$ cat src/rtl/measure_unit_pkg.sv
// measure_unit_pkg
//   Shared definitions for the skew measurement sweep logic: default widths,
//   the sweep FSM state encoding and the GAP length between samples.
package measure_unit_pkg;

    localparam int CODE_W_DEF  = 10;
    localparam int CNT_W_DEF   = 8;
    localparam int TIMEOUT_DEF = 1_000_000;

    // Number of cycles the run level is dropped between samples so the
    // measurement controller sees a clean re-arm.
    localparam int GAP_CYCLES  = 2;

    typedef enum logic [2:0] {
        ST_IDLE,
        ST_ARM,
        ST_WAIT,
        ST_STORE,
        ST_GAP
    } skew_state_t;

endpackage

$ cat src/rtl/skew_stat_acc.sv
// skew_stat_acc
//   Running minimum / maximum / sum / count of accepted delay codes.
//   Ports:
//     i_clk, i_rst   clock, synchronous active-high reset
//     i_clear        clear all statistics (start of a new sweep)
//     i_valid        accept i_code into the statistics this cycle
//     i_code         delay code to accumulate
//     o_min, o_max   minimum / maximum accepted code (0 while nothing accepted)
//     o_sum          sum of accepted codes, wide enough never to wrap
//     o_n            number of accepted codes
module skew_stat_acc
    import measure_unit_pkg::*;
#(
    parameter int CODE_W = CODE_W_DEF,
    parameter int CNT_W  = CNT_W_DEF
) (
    input  logic                    i_clk,
    input  logic                    i_rst,
    input  logic                    i_clear,
    input  logic                    i_valid,
    input  logic [CODE_W-1:0]       i_code,
    output logic [CODE_W-1:0]       o_min,
    output logic [CODE_W-1:0]       o_max,
    output logic [CODE_W+CNT_W-1:0] o_sum,
    output logic [CNT_W:0]          o_n
);

    // Internal tracker starts at all-ones so the first accepted code always
    // becomes the minimum; the visible r_min stays 0 until a code arrives.
    logic [CODE_W-1:0]       r_min_trk;
    logic [CODE_W-1:0]       r_min;
    logic [CODE_W-1:0]       r_max;
    logic [CODE_W+CNT_W-1:0] r_sum;
    logic [CNT_W:0]          r_n;

    logic [CODE_W-1:0]       w_new_min;
    logic [CODE_W-1:0]       w_new_max;

    assign w_new_min = (i_code < r_min_trk) ? i_code : r_min_trk;
    assign w_new_max = (i_code > r_max)     ? i_code : r_max;

    always_ff @(posedge i_clk) begin
        if (i_rst || i_clear) begin
            r_min_trk <= '1;
            r_min     <= '0;
            r_max     <= '0;
            r_sum     <= '0;
            r_n       <= '0;
        end else if (i_valid) begin
            r_min_trk <= w_new_min;
            r_min     <= w_new_min;
            r_max     <= w_new_max;
            r_sum     <= r_sum + (CODE_W+CNT_W)'(i_code);
            r_n       <= r_n + (CNT_W+1)'(1);
        end
    end

    assign o_min = r_min;
    assign o_max = r_max;
    assign o_sum = r_sum;
    assign o_n   = r_n;

endmodule

$ cat src/rtl/skew_accum.sv
// skew_accum
//   Runs a sweep of N skew measurements through an external measurement
//   controller and accumulates min / max / sum / count of the returned codes.
//   Ports:
//     wb_clk_i, wb_rst_i       clock, synchronous active-high reset
//     start_i, abort_i         one-cycle pulses: begin sweep / end sweep
//     count_i                  samples per sweep (0 means 2^CNT_W)
//     mes_run_o                run level to the measurement controller
//     mes_rdy_i, mes_err_i,
//     mes_code_i               controller result handshake and data
//     busy_o, done_o, err_o    sweep status (done/err sticky until next start)
//     min_o, max_o, sum_o, n_o accumulated statistics
module skew_accum
    import measure_unit_pkg::*;
#(
    parameter int CODE_W  = CODE_W_DEF,
    parameter int CNT_W   = CNT_W_DEF,
    parameter int TIMEOUT = TIMEOUT_DEF
) (
    input  logic                    wb_clk_i,
    input  logic                    wb_rst_i,
    input  logic                    start_i,
    input  logic                    abort_i,
    input  logic [CNT_W-1:0]        count_i,
    output logic                    mes_run_o,
    input  logic                    mes_rdy_i,
    input  logic                    mes_err_i,
    input  logic [CODE_W-1:0]       mes_code_i,
    output logic                    busy_o,
    output logic                    done_o,
    output logic                    err_o,
    output logic [CODE_W-1:0]       min_o,
    output logic [CODE_W-1:0]       max_o,
    output logic [CODE_W+CNT_W-1:0] sum_o,
    output logic [CNT_W:0]          n_o
);

    localparam int TMO_W = (TIMEOUT > 1) ? $clog2(TIMEOUT + 1) : 1;

    skew_state_t        r_state;
    logic [CNT_W:0]     r_n_req;
    logic [CNT_W:0]     r_n_proc;
    logic [TMO_W-1:0]   r_tmo;
    logic [0:0]         r_gap;
    logic               r_rdy_q;
    logic [CODE_W-1:0]  r_code;
    logic               r_smp_err;
    logic               r_run;
    logic               r_busy;
    logic               r_done;
    logic               r_err;

    logic               w_rdy_rise;
    logic               w_start;
    logic               w_last;
    logic               w_acc_valid;
    logic [CNT_W:0]     w_n_req;

    // Only a 0->1 transition of the ready level counts; a level that is
    // already high when WAIT is entered is ignored until it drops.
    assign w_rdy_rise  = mes_rdy_i && !r_rdy_q;

    // Abort wins over a simultaneous start.
    assign w_start     = (r_state == ST_IDLE) && start_i && !abort_i;

    assign w_last      = ((r_n_proc + (CNT_W+1)'(1)) == r_n_req);

    // Error samples are counted toward N but never reach the statistics;
    // an abort landing on STORE leaves the results untouched.
    assign w_acc_valid = (r_state == ST_STORE) && !r_smp_err && !abort_i && !wb_rst_i;

    assign w_n_req     = (count_i == '0) ? {1'b1, {CNT_W{1'b0}}} : {1'b0, count_i};

    always_ff @(posedge wb_clk_i) begin
        r_rdy_q <= mes_rdy_i;
        if (wb_rst_i) begin
            r_state   <= ST_IDLE;
            r_n_req   <= '0;
            r_n_proc  <= '0;
            r_tmo     <= '0;
            r_gap     <= '0;
            r_code    <= '0;
            r_smp_err <= 1'b0;
            r_run     <= 1'b0;
            r_busy    <= 1'b0;
            r_done    <= 1'b0;
            r_err     <= 1'b0;
        end else if (abort_i && (r_state != ST_IDLE)) begin
            r_state <= ST_IDLE;
            r_run   <= 1'b0;
            r_busy  <= 1'b0;
        end else begin
            case (r_state)
                ST_IDLE: begin
                    if (w_start) begin
                        r_n_req  <= w_n_req;
                        r_n_proc <= '0;
                        r_done   <= 1'b0;
                        r_err    <= 1'b0;
                        r_busy   <= 1'b1;
                        r_run    <= 1'b1;
                        r_state  <= ST_ARM;
                    end
                end
                ST_ARM: begin
                    r_tmo   <= '0;
                    r_state <= ST_WAIT;
                end
                ST_WAIT: begin
                    if (w_rdy_rise) begin
                        r_code    <= mes_code_i;
                        r_smp_err <= mes_err_i;
                        r_state   <= ST_STORE;
                    end else if (r_tmo == TMO_W'(TIMEOUT - 1)) begin
                        // Last allowed WAIT cycle expired without a result.
                        r_err   <= 1'b1;
                        r_run   <= 1'b0;
                        r_busy  <= 1'b0;
                        r_state <= ST_IDLE;
                    end else begin
                        r_tmo <= r_tmo + TMO_W'(1);
                    end
                end
                ST_STORE: begin
                    r_n_proc <= r_n_proc + (CNT_W+1)'(1);
                    if (r_smp_err) begin
                        r_err <= 1'b1;
                    end
                    r_run <= 1'b0;
                    if (w_last) begin
                        r_done  <= 1'b1;
                        r_busy  <= 1'b0;
                        r_state <= ST_IDLE;
                    end else begin
                        r_gap   <= '0;
                        r_state <= ST_GAP;
                    end
                end
                ST_GAP: begin
                    if (r_gap == 1'(GAP_CYCLES - 1)) begin
                        r_run   <= 1'b1;
                        r_state <= ST_ARM;
                    end else begin
                        r_gap <= r_gap + 1'b1;
                    end
                end
                default: begin
                    r_run   <= 1'b0;
                    r_busy  <= 1'b0;
                    r_state <= ST_IDLE;
                end
            endcase
        end
    end

    skew_stat_acc #(
        .CODE_W (CODE_W),
        .CNT_W  (CNT_W)
    ) u_stat (
        .i_clk   (wb_clk_i),
        .i_rst   (wb_rst_i),
        .i_clear (w_start),
        .i_valid (w_acc_valid),
        .i_code  (r_code),
        .o_min   (min_o),
        .o_max   (max_o),
        .o_sum   (sum_o),
        .o_n     (n_o)
    );

    assign mes_run_o = r_run;
    assign busy_o    = r_busy;
    assign done_o    = r_done;
    assign err_o     = r_err;

endmodule

$ cat config.mk
export PLATFORM = sky130hd
export DESIGN_NAME = skew_accum
export DESIGN_NICKNAME = d
export VERILOG_FILES = /design/src/rtl/measure_unit_pkg.sv /design/src/rtl/skew_stat_acc.sv /design/src/rtl/skew_accum.sv
export SDC_FILE = /design/constraint.sdc
export NUM_CORES = 1
export LEC_CHECK = 0
export ABC_AREA = 1
export BUFFER_PORTS_ARGS = -buffer_cell sky130_fd_sc_hd__buf_2
export CAP_MARGIN = 25
export CORE_MARGIN = 4
export CORE_UTILIZATION = 40
export CTS_CLUSTER_DIAMETER = 80
export DETAILED_ROUTE_END_ITERATION = 12
export PLACE_DENSITY = 0.63
export SLEW_MARGIN = 10
export SYNTH_ARGS = -nofsm -noshare
export SYNTH_HDL_FRONTEND = slang
export SYNTH_SLANG_ARGS = --single-unit
$ cat constraint.sdc
create_clock -name wb_clk_i -period 3.57 [get_ports wb_clk_i]
set_input_delay 0.714 -clock wb_clk_i [delete_from_list [all_inputs] [get_ports wb_clk_i]]
set_output_delay 0.714 -clock wb_clk_i [all_outputs]
set_load 0.005 [all_outputs]
==> results.md <==
- Htree depth: 4
- Slew @ Worst Pin: 0.899 ns
- Mean post-synth cell area: 7.06 um^2
- Initial Utilization: 0.410
- Min-delay src: mes_rdy_i
- Post-Route WL: 15600 um
- Die H: 133 um
- Post-layout minimum cycle time: 2.50 ns
- Worst Skew: 0.00858 ns
- DR iter-0 viols: 334
- Cts repair resizes: 0
- CTS tree: yes
- Max incr delay on CP: 0.61 ns
- Initial antenna violation count: 0
- Reg2reg start: r_code[1]
- Main synth FF type: dfxtp_1
- Skew-Pair Late Insertion Delay: 0.42 ns
- Fin nets: 1016
- Most common cell after layout, fill and taps aside: nand2_1
- Worst Hold Depth: 1
- FF-to-FF End: u_stat.o_min[7]
- Post-CTS Setup Inserts: 0
- Crit path max fanout: 20
- Setup_tns: 0 ns
- Final Setup Violations: 0
- Min-Delay Endpoint: r_rdy_q
- Distinct cells, synth: 51
- Crit path DAT: 2.77 ns
- Share of layout cells above drive strength 1: 0.166
- Hold Buf Count CTS: 0
- Top post-synthesis cells by area: dfxtp_1 (37%), nand2_1 (11%), a21oi_1 (6.9%)
- RSZ-0062 raised after global routing: no
- CORE AREA: 15300 um^2
- Top-level port count: 75
- Slowest-stage cell, CP: nand4_1
- TritonCTS Sinks: 115
- Cell count after synthesis: 889
- Clk slew on worst S/H paths: 0.06 ns
- Reg2reg path depth: 6
- Worst Path Required: 3.83 ns
- CP Launch Type: register
- Yosys reg bits: 115
- Total CTS buffers: 17
- Register area share after synthesis: 0.367
- Vias in the first global route: 5341
- First-pass GRT wire length: 26100 um
- Vias/cell: 4.86
- EDFF count, synth: 0
- # diodes: 0
- Design Area, Final: 7360 um^2
- LEAKAGE: 3.26 nW
- Critical-path cell list: ha_1, a21boi_0, o211ai_1, nand4_1, o21ai_0, a21oi_1
- Final Hold Fails: 0
- GRT overflow: 0
- PnR Total Power: 3.73 mW
- Synth top area share: 0.367
- Peak VDD IR: 0.000349 V
- Row count: 45
- Syn nets: 946
- Routed len/inst: 13.2 um
- Drt pass-1 iters: 4
- Die ar.: 17800 um^2
- R2R setup slack: 1.07 ns
- Drt drc: 0
- Hpwl dp: 11200 um
- Yosys Warn Count: 0
- Max-slew violations: 0
- Pin count of the biggest net entering global routing: 36
- Synthesis-to-finish area growth: 17.2%
- Fmax: 0.400 GHz
- Highest-count cells in the layout ignoring fill and taps: nand2_1 (188), dfxtp_1 (115), nor2_1 (105)
- Vias: 5755
- FILL cells: 1578
- Final period utilization: 0.701
- Post-Syn Area: 6280 um^2
- IO buf count: 74
- HP Class: in -> reg
- Synth area leader: dfxtp_1
- Die width: 133 um
- Gpl congestion: 0.849
- Cell Area, Placed: 6800 um^2
- CP Capture Type: register
- Setup Crit Path Kind: reg -> reg
- Root Buffer: clkbuf_16
- PD cells: 507 nW/um^2
- Max_cap viols: 0
- Rel. slew slack: 0.400
- Ys async rst share: 0
- Total GRT Usage: 0.182
- Status: completed
- DRT antenna net count: 0
- Max clock buf depth: 2
-- cell type report --
cell class	instances	area, um^2	share of cell area
repair buffers	80	415	0.0565
well taps	211	264	0.0359
clock inverters	13	110	0.0150
clock buffers	19	443	0.0602
inverters	104	393	0.0534
multi-input cells	641	3430	0.466
flip-flops and latches	115	2300	0.313
-- logic make-up after synthesis --
group / synth area share
buffers and inverters: 0.0877
adders and majority gates: 0.0669
DFF: 0.367
and+or+nand+nor: 0.299
xor gates and xnor gates: 0.0279
AOI/OAI and AO/OA: 0.152
-- stage by stage --
| step | worst slack (ns) | utilization | instances | hold slack (ns) |
|---|---|---|---|---|
| 2_1_floorplan | 1.71 | - | 889 | 0.434 |
| 3_3_place_gp | 1.11 | 0.444 | 1151 | 0.447 |
| 3_5_place_dp | 1.07 | 0.444 | 1151 | 0.449 |
| 4_1_cts | 1.07 | 0.480 | 1183 | 0.396 |
| 5_1_grt | 0.770 | 0.480 | 1183 | 0.396 |
| 6_report | 1.07 | 0.480 | 1183 | 0.409 |
-- Yosys cell counts, types with 12 or more instances --
| library cell | instances |
|---|---|
| o21ai_0 | 35 |
| ha_1 | 32 |
| nand2_1 | 188 |
| dfxtp_1 | 115 |
| nand3_1 | 59 |
| buf_2 | 15 |
| nor3_1 | 15 |
| a21oi_1 | 86 |
| inv_1 | 88 |
| o21ai_1 | 13 |
| nand4_1 | 12 |
| nor2_1 | 106 |
-- power by group --
group          switching (mW)  internal, mW  total [mW]
combinational           0.524         0.209       0.733
sequential             0.0499          1.34        1.39
clock                   0.637         0.968        1.60
-- flip-flops by register name, indices dropped and copies added, names as in the netlist, 3 cells and up --
register	flops
r_tmo	20
r_code	10
r_state	3
r_n_req	9
u_stat.o_min	10
u_stat.o_max	10
u_stat.o_sum	18
u_stat.r_min_trk	10
r_n_proc	9
u_stat.o_n	9
-- critical path, delay by kind of cell (launching register included) --
kind,cells,cell delay [ns]
compound gates,4,0.90
fa+ha+maj,1,0.30
flops,1,0.54
simple gates,1,0.61
-- how the worst max path moves through the flow --
stage / from / to / cells past startpoint
floorplan: wb_rst_i / u_stat.o_max[1] / 9
global placement: r_code[1] / u_stat.r_min_trk[7] / 6
detailed placement: abort_i / u_stat.r_min_trk[0] / 9
CTS: r_code[1] / u_stat.o_min[7] / 6
global route: r_code[1] / u_stat.o_min[7] / 6
finish: r_code[1] / u_stat.o_min[7] / 6
-- layer usage --
| metal | vias up | GRT usage | part of all wire | wire [um] |
|---|---|---|---|---|
| met2 | 93 | 0.287 | 0.45 | 7080 |
| li1 | 3075 | - | - | - |
| met4 | 0 | 0.0640 | 0.019 | 293 |
| met3 | 28 | 0.0457 | 0.038 | 588 |
| met1 | 2559 | 0.242 | 0.49 | 7610 |
| met5 | - | 0 | 0 | 0 |
Power figures use the tool's default switching activity.
